===== src/rtl/alu64_pkg.sv =====
`default_nettype none
// ============================================================================
//  Module  : alu64_pkg
//  Purpose : Shared definitions for the ALU64 BIST block: ALU opcode
//            constants, the stored test-vector record and the sequencer
//            state encoding.
//  Ports   : none (package)
//  Rev     : 1.0  initial release
// ============================================================================
package alu64_pkg;

    // ALU opcodes (4-bit); code 9 is unassigned
    localparam logic [3:0] c_OP_ADD  = 4'd0;
    localparam logic [3:0] c_OP_SUB  = 4'd1;
    localparam logic [3:0] c_OP_MUL  = 4'd2;
    localparam logic [3:0] c_OP_AND  = 4'd3;
    localparam logic [3:0] c_OP_OR   = 4'd4;
    localparam logic [3:0] c_OP_XOR  = 4'd5;
    localparam logic [3:0] c_OP_NOTA = 4'd6;
    localparam logic [3:0] c_OP_SHL  = 4'd7;
    localparam logic [3:0] c_OP_SHR  = 4'd8;
    localparam logic [3:0] c_OP_ROR  = 4'd10;
    localparam logic [3:0] c_OP_ROL  = 4'd11;

    // One stored test vector
    typedef struct packed {
        logic [63:0] a;
        logic [63:0] b;
        logic [3:0]  op;
        logic [63:0] exp;
    } vec_t;

    // Sequencer states, explicitly encoded
    typedef enum logic [2:0] {
        ST_IDLE  = 3'd0,
        ST_DRIVE = 3'd1,
        ST_WAIT  = 3'd2,
        ST_CHECK = 3'd3,
        ST_DONE  = 3'd4
    } state_t;

endpackage
`default_nettype wire


===== src/rtl/alu64_vec_mem.sv =====
`default_nettype none
// ============================================================================
//  Module  : alu64_vec_mem
//  Purpose : Vector table for the ALU64 BIST. One synchronous write port and
//            one combinational read port, DEPTH entries. Contents are not
//            reset so vectors survive a BIST reset.
//  Ports   : clk   - clock
//            we    - write enable
//            waddr - write index
//            wdata - vector to store
//            raddr - read index
//            rdata - vector at raddr (combinational)
//  Rev     : 1.0  initial release
// ============================================================================
module alu64_vec_mem
    import alu64_pkg::*;
#(
    parameter int DEPTH = 16
) (
    input  logic       clk,
    input  logic       we,
    input  logic [3:0] waddr,
    input  vec_t       wdata,
    input  logic [3:0] raddr,
    output vec_t       rdata
);

    vec_t r_mem [DEPTH];

    // Indices beyond DEPTH are dropped on write and read back as zero
    always_ff @(posedge clk) begin
        if (we && ({28'd0, waddr} < DEPTH)) begin
            r_mem[waddr] <= wdata;
        end
    end

    assign rdata = ({28'd0, raddr} < DEPTH) ? r_mem[raddr] : '0;

endmodule
`default_nettype wire


===== src/rtl/alu64_bist.sv =====
`default_nettype none
// ============================================================================
//  Module  : alu64_bist
//  Purpose : Built-in self test sequencer for a 64-bit ALU. Replays up to
//            DEPTH stored vectors through an external ALU, compares each
//            result against its stored expectation and reports the outcome.
//  Ports   : clk, rst          - clock, async active-high reset
//            start, num_vec    - run request and vector count
//            vec_we, vec_addr,
//            vec_a, vec_b,
//            vec_op, vec_exp   - vector-table write port
//            alu_a, alu_b,
//            alu_op            - operands driven to the ALU (registered)
//            alu_result        - result returned by the ALU
//            busy, done, pass  - run status
//            err_count,
//            first_err_idx,
//            first_err_got     - mismatch report
//  Rev     : 1.0  initial release
// ============================================================================
module alu64_bist
    import alu64_pkg::*;
#(
    parameter int DEPTH      = 16,
    parameter int RESULT_LAT = 1
) (
    input  logic        clk,
    input  logic        rst,
    input  logic        start,
    input  logic [4:0]  num_vec,
    input  logic        vec_we,
    input  logic [3:0]  vec_addr,
    input  logic [63:0] vec_a,
    input  logic [63:0] vec_b,
    input  logic [3:0]  vec_op,
    input  logic [63:0] vec_exp,
    output logic [63:0] alu_a,
    output logic [63:0] alu_b,
    output logic [3:0]  alu_op,
    input  logic [63:0] alu_result,
    output logic        busy,
    output logic        done,
    output logic        pass,
    output logic [4:0]  err_count,
    output logic [3:0]  first_err_idx,
    output logic [63:0] first_err_got
);

    localparam logic [4:0] c_DEPTH     = 5'(DEPTH);
    localparam bit         c_HAS_WAIT  = (RESULT_LAT > 1);
    // WAIT lasts RESULT_LAT-1 cycles; counter runs 0 .. RESULT_LAT-2
    localparam logic [1:0] c_WAIT_LAST = (RESULT_LAT > 2) ? 2'(RESULT_LAT - 2) : 2'd0;

    state_t      r_state;
    state_t      w_state_next;
    logic [3:0]  r_idx;
    logic [4:0]  r_num;
    logic [1:0]  r_wait_cnt;
    logic [63:0] r_exp;

    logic        w_start_ok;
    logic [4:0]  w_num_eff;
    logic        w_last;
    logic        w_mismatch;
    logic [3:0]  w_rd_idx;
    vec_t        w_wr_vec;
    vec_t        w_rd_vec;

    assign w_start_ok = start && ((r_state == ST_IDLE) || (r_state == ST_DONE));
    assign w_num_eff  = (num_vec > c_DEPTH) ? c_DEPTH : num_vec;
    assign w_last     = ({1'b0, r_idx} == (r_num - 5'd1));
    assign w_mismatch = (alu_result != r_exp);
    // The read port only serves DRIVE entry: idx 0 on start, idx+1 from CHECK
    assign w_rd_idx   = (r_state == ST_CHECK) ? (r_idx + 4'd1) : 4'd0;
    assign w_wr_vec   = '{a: vec_a, b: vec_b, op: vec_op, exp: vec_exp};

    alu64_vec_mem #(
        .DEPTH (DEPTH)
    ) u_vec_mem (
        .clk   (clk),
        .we    (vec_we && !busy),
        .waddr (vec_addr),
        .wdata (w_wr_vec),
        .raddr (w_rd_idx),
        .rdata (w_rd_vec)
    );

    // ---------------- state register ----------------
    always_ff @(posedge clk or posedge rst) begin
        if (rst) begin
            r_state <= ST_IDLE;
        end else begin
            r_state <= w_state_next;
        end
    end

    // ---------------- next-state logic ----------------
    always_comb begin
        w_state_next = r_state;
        case (r_state)
            ST_IDLE, ST_DONE: begin
                if (start) begin
                    w_state_next = (w_num_eff == 5'd0) ? ST_DONE : ST_DRIVE;
                end
            end
            ST_DRIVE: w_state_next = c_HAS_WAIT ? ST_WAIT : ST_CHECK;
            ST_WAIT: begin
                if (r_wait_cnt == c_WAIT_LAST) begin
                    w_state_next = ST_CHECK;
                end
            end
            ST_CHECK: w_state_next = w_last ? ST_DONE : ST_DRIVE;
            default:  w_state_next = ST_IDLE;
        endcase
    end

    // ---------------- state-decoded outputs ----------------
    always_comb begin
        busy = (r_state == ST_DRIVE) || (r_state == ST_WAIT) || (r_state == ST_CHECK);
        done = (r_state == ST_DONE);
    end

    // ---------------- datapath ----------------
    always_ff @(posedge clk or posedge rst) begin
        if (rst) begin
            r_idx         <= 4'd0;
            r_num         <= 5'd0;
            r_wait_cnt    <= 2'd0;
            r_exp         <= 64'd0;
            alu_a         <= 64'd0;
            alu_b         <= 64'd0;
            alu_op        <= 4'd0;
            pass          <= 1'b0;
            err_count     <= 5'd0;
            first_err_idx <= 4'd0;
            first_err_got <= 64'd0;
        end else begin
            if (w_start_ok) begin
                r_idx         <= 4'd0;
                r_num         <= w_num_eff;
                err_count     <= 5'd0;
                first_err_idx <= 4'd0;
                first_err_got <= 64'd0;
                // An empty run lands in DONE immediately with nothing failed
                pass          <= (w_num_eff == 5'd0);
            end

            if (r_state == ST_DRIVE) begin
                r_wait_cnt <= 2'd0;
            end else if (r_state == ST_WAIT) begin
                r_wait_cnt <= r_wait_cnt + 2'd1;
            end

            // Operands and expectation latched on every DRIVE entry and held
            if (w_state_next == ST_DRIVE) begin
                alu_a  <= w_rd_vec.a;
                alu_b  <= w_rd_vec.b;
                alu_op <= w_rd_vec.op;
                r_exp  <= w_rd_vec.exp;
            end

            if (r_state == ST_CHECK) begin
                if (w_mismatch) begin
                    if (err_count != 5'd31) begin
                        err_count <= err_count + 5'd1;
                    end
                    if (err_count == 5'd0) begin
                        first_err_idx <= r_idx;
                        first_err_got <= alu_result;
                    end
                end
                if (w_last) begin
                    pass <= (err_count == 5'd0) && !w_mismatch;
                end else begin
                    r_idx <= r_idx + 4'd1;
                end
            end
        end
    end

endmodule
`default_nettype wire


===== config.mk =====
export PLATFORM = sky130hd
export DESIGN_NAME = alu64_bist
export DESIGN_NICKNAME = d
export VERILOG_FILES = /design/src/rtl/alu64_pkg.sv /design/src/rtl/alu64_vec_mem.sv /design/src/rtl/alu64_bist.sv
export SDC_FILE = /design/constraint.sdc
export NUM_CORES = 2
export LEC_CHECK = 0
export CORE_AREA = 8 8 406 706
export CTS_CLUSTER_DIAMETER = 50
export DETAILED_ROUTE_END_ITERATION = 10
export DIE_AREA = 0 0 414 714
export HOLD_SLACK_MARGIN = 0.02
export PLACE_DENSITY = 0.76
export SLEW_MARGIN = 25
export SYNTH_ARGS = -nofsm -noshare
export SYNTH_HDL_FRONTEND = slang
export SYNTH_SLANG_ARGS = --single-unit

===== constraint.sdc =====
create_clock -name clk -period 18.35 [get_ports clk]
set_clock_uncertainty 0.15 [all_clocks]
set_input_delay 3.67 -clock clk [delete_from_list [all_inputs] [get_ports clk]]
set_output_delay 3.67 -clock clk [all_outputs]
set_load 0.03 [all_outputs]

==> reports/metrics.cfg <==
[finish]
most-common-layout-cells=edfxtp_1, mux2i_1, nor2_1
nets=9387
drive_gt1_share_pct=9.214
finalInstanceArea_um2=156000
final_common_cell=edfxtp_1
area_delta_synth_final_pct=13.31
final_core_util_pct=56.36

[die]
fp.dieW_um=414
core_area_um2=276700
die-area_um2=295600
die_y_um=714
io_pins=481
rows=256
start_util_pct=49.74

[clocking]
path_clk_slew_ns=0.06
insertion_delay_ns=0.88
cts.sinks=3420
root_buffer=clkbuf_16
htree_levels=5
cts_made_buffers=307
cts_tree=done
postCtsSetupBuffers=0
hold_buffers=0
cts_resized=0
cts_buffer_depth=4

[routing]
drc=0
drt-initial-drc-count=10410
postRouteAntennaNets=0
dr.pass1.iters=6
wl_per_cell_um=30.68
vias=86260
via_per_inst=6.633
routed_wl_um=399000

[setup_path]
required_ns=18.89
crit_type=in2reg
crit_path_start_kind=input pin
arrival_ns=8.35
path_cells=clkdlybuf4s50_1 -> nand2_4 -> nor2_4 -> buf_4 -> or2_4 -> buf_4 -> buf_4 -> a31oi_1
critPathLaunch=start
r2r_slack_ns=12.10
reg2reg_depth=7
worstPathMaxFanout=57
r2r_end=alu_b[51]$_DFFE_PP0N_
endpoint_kind=register
max_stage_delay_ns=0.99
cp_slowest_cell=or2_4
reg2reg_from=r_idx[0]$_DFF_PP0_
cp_common_cell=buf_4

[synthesis]
synth-async-reset-ratio_pct=8.304
yosysTopAreaCell=edfxtp_1
ys_warn_count=0
synth-edff-count=3136
synth_area_per_cell_um2=15.37
syn-instance-count=8953
synth_seq_cells=3420
ys_seq_area_share_pct=73.57
syn_nets=9232
netlist_area_um2=137700
synth_cell_types=54
synthFlopType=edfxtp_1
netlist_top_cells_area=edfxtp_1, dfrtp_1, mux2i_1, a311o_1, or4_1
synth_top_cell_area_share_pct=68.41

[pwr]
total_power_mw=25.10
ir_drop_mv=0.1993
leakagePower_nw=50.89
power_density_nw_per_um2=160.9

[placed_design]
io_buffers=480
place_congestion=0.8200
dpl.hpwl_um=207000
placed_cell_area_um2=145600

[min_path]
whs_endpoint=r_num[3]$_DFFE_PP0P_
hold_depth=2
min-delay-start=r_num[3]$_DFFE_PP0P_
hold_class=reg2reg

[timing]
setup_viol=0
hold_violations=0
finalCritPeriodShare_pct=42.52
fin_tns_setup_ns=0
tightest_slew_ns=1.200
period_needed_ns=7.803
max_freq_ghz=0.1282
rsz0062_at_grt=no
max-slew-margin-rel_pct=20.00
slew_viol_final=0

[global_route]
overflow=0
grt_pass1_wl_um=574800
grt.total_usage_pct=25.65
grt_max_degree=225
antenna_found_initial=78
grt_pass1_vias=87150

[flow_run]
maxCapViolCount=0

[outcome]
status=finished clean

==> worst max path at each step <==
stage                                                  to  cells after the start
final                               alu_b[51]$_DFFE_PP0N_                      8
after detailed placement            alu_b[51]$_DFFE_PP0N_                      8
after global routing                alu_b[51]$_DFFE_PP0N_                      9
after CTS                           alu_b[51]$_DFFE_PP0N_                      8
after floorplan           u_vec_mem.r_mem[1][0]$_DFFE_PP_                      1
after global placement              r_exp[32]$_DFFE_PP0N_                      9
==> stage by stage <==
step	setup slack [ns]	cells	hold WS, ns
floorplan	0.05855	8953	0.2998
global placement	9.821	12410	0.3229
detailed placement	9.769	12410	0.3652
CTS	10.66	12960	0.3767
global route	10.51	12990	0.3976
finish	10.55	13010	0.3681
==> layout make-up <==
cell class | count | area, um^2
clock buffers | 413 | 8523
repair buffers | 628 | 6382
fillers | 20790 | 120800
inverters | 82 | 322.8
clock inverters | 143 | 1665
well taps | 3612 | 4519
flip-flops and latches | 3420 | 101300
diodes | 39 | 97.59
multi-input cells | 4669 | 33180
==> synthesized netlist by cell type (all sizes together), types with 195 or more instances <==
cell     count
o22ai      197
clkbuf     679
or4        394
mux2       199
edfxtp    3136
a31oi      198
a311o      318
o21ai      521
nand2      332
nor2       565
nor3       205
a2bb2oi    195
mux2i      662
dfrtp      284
==> cells by family (layout without fill, tap and decap cells) <==
logic type	count (synthesis)	after routing	share of synthesized area, %
flops	3420	3420	73.57
compound gates	1991	1991	10.64
simple gates	1741	1741	6.353
buf+inv	864	1266	2.487
mux	861	861	6.442
xor+xnor	70	70	0.4454
fa+ha+maj	6	6	0.05454
other cells	0	39	0
==> report_power, final <==
group | internal [mW] | switching [mW] | leakage (nW)
clock network | 3.74 | 2.82 | 4.99
logic | 2.96 | 6.23 | 14.4
registers | 8.91 | 0.447 | 31.5
total | 15.6 | 9.49 | 50.9
==> sequential cells by signal (all words and copies together), names as in the netlist <==
register         count
u_vec_mem.r_mem   3136
alu_a               64
alu_b               64
first_err_got       64
r_exp               64
err_count            5
r_num                5
alu_op               4
first_err_idx        4
r_idx                4
r_state              3
r_wait_cnt           2
pass                 1
==> critical path, delay by kind of cell <==
family	cells	cell delay [ns]
AND/OR/NAND/NOR	3	1.24
buffers and inverters	4	3.08
AO/OA/AOI/OAI	1	0.22
==> metal layers <==
metal	vias up	global-route usage [%]	wire [um]
met5	-	0	198
met1	43910	31.38	142900
met3	1021	5.319	38410
li1	36140	-	-
met4	30	13.00	21060
met2	5161	43.34	196500
No activity file was read; power rests on OpenSTA's default activity.
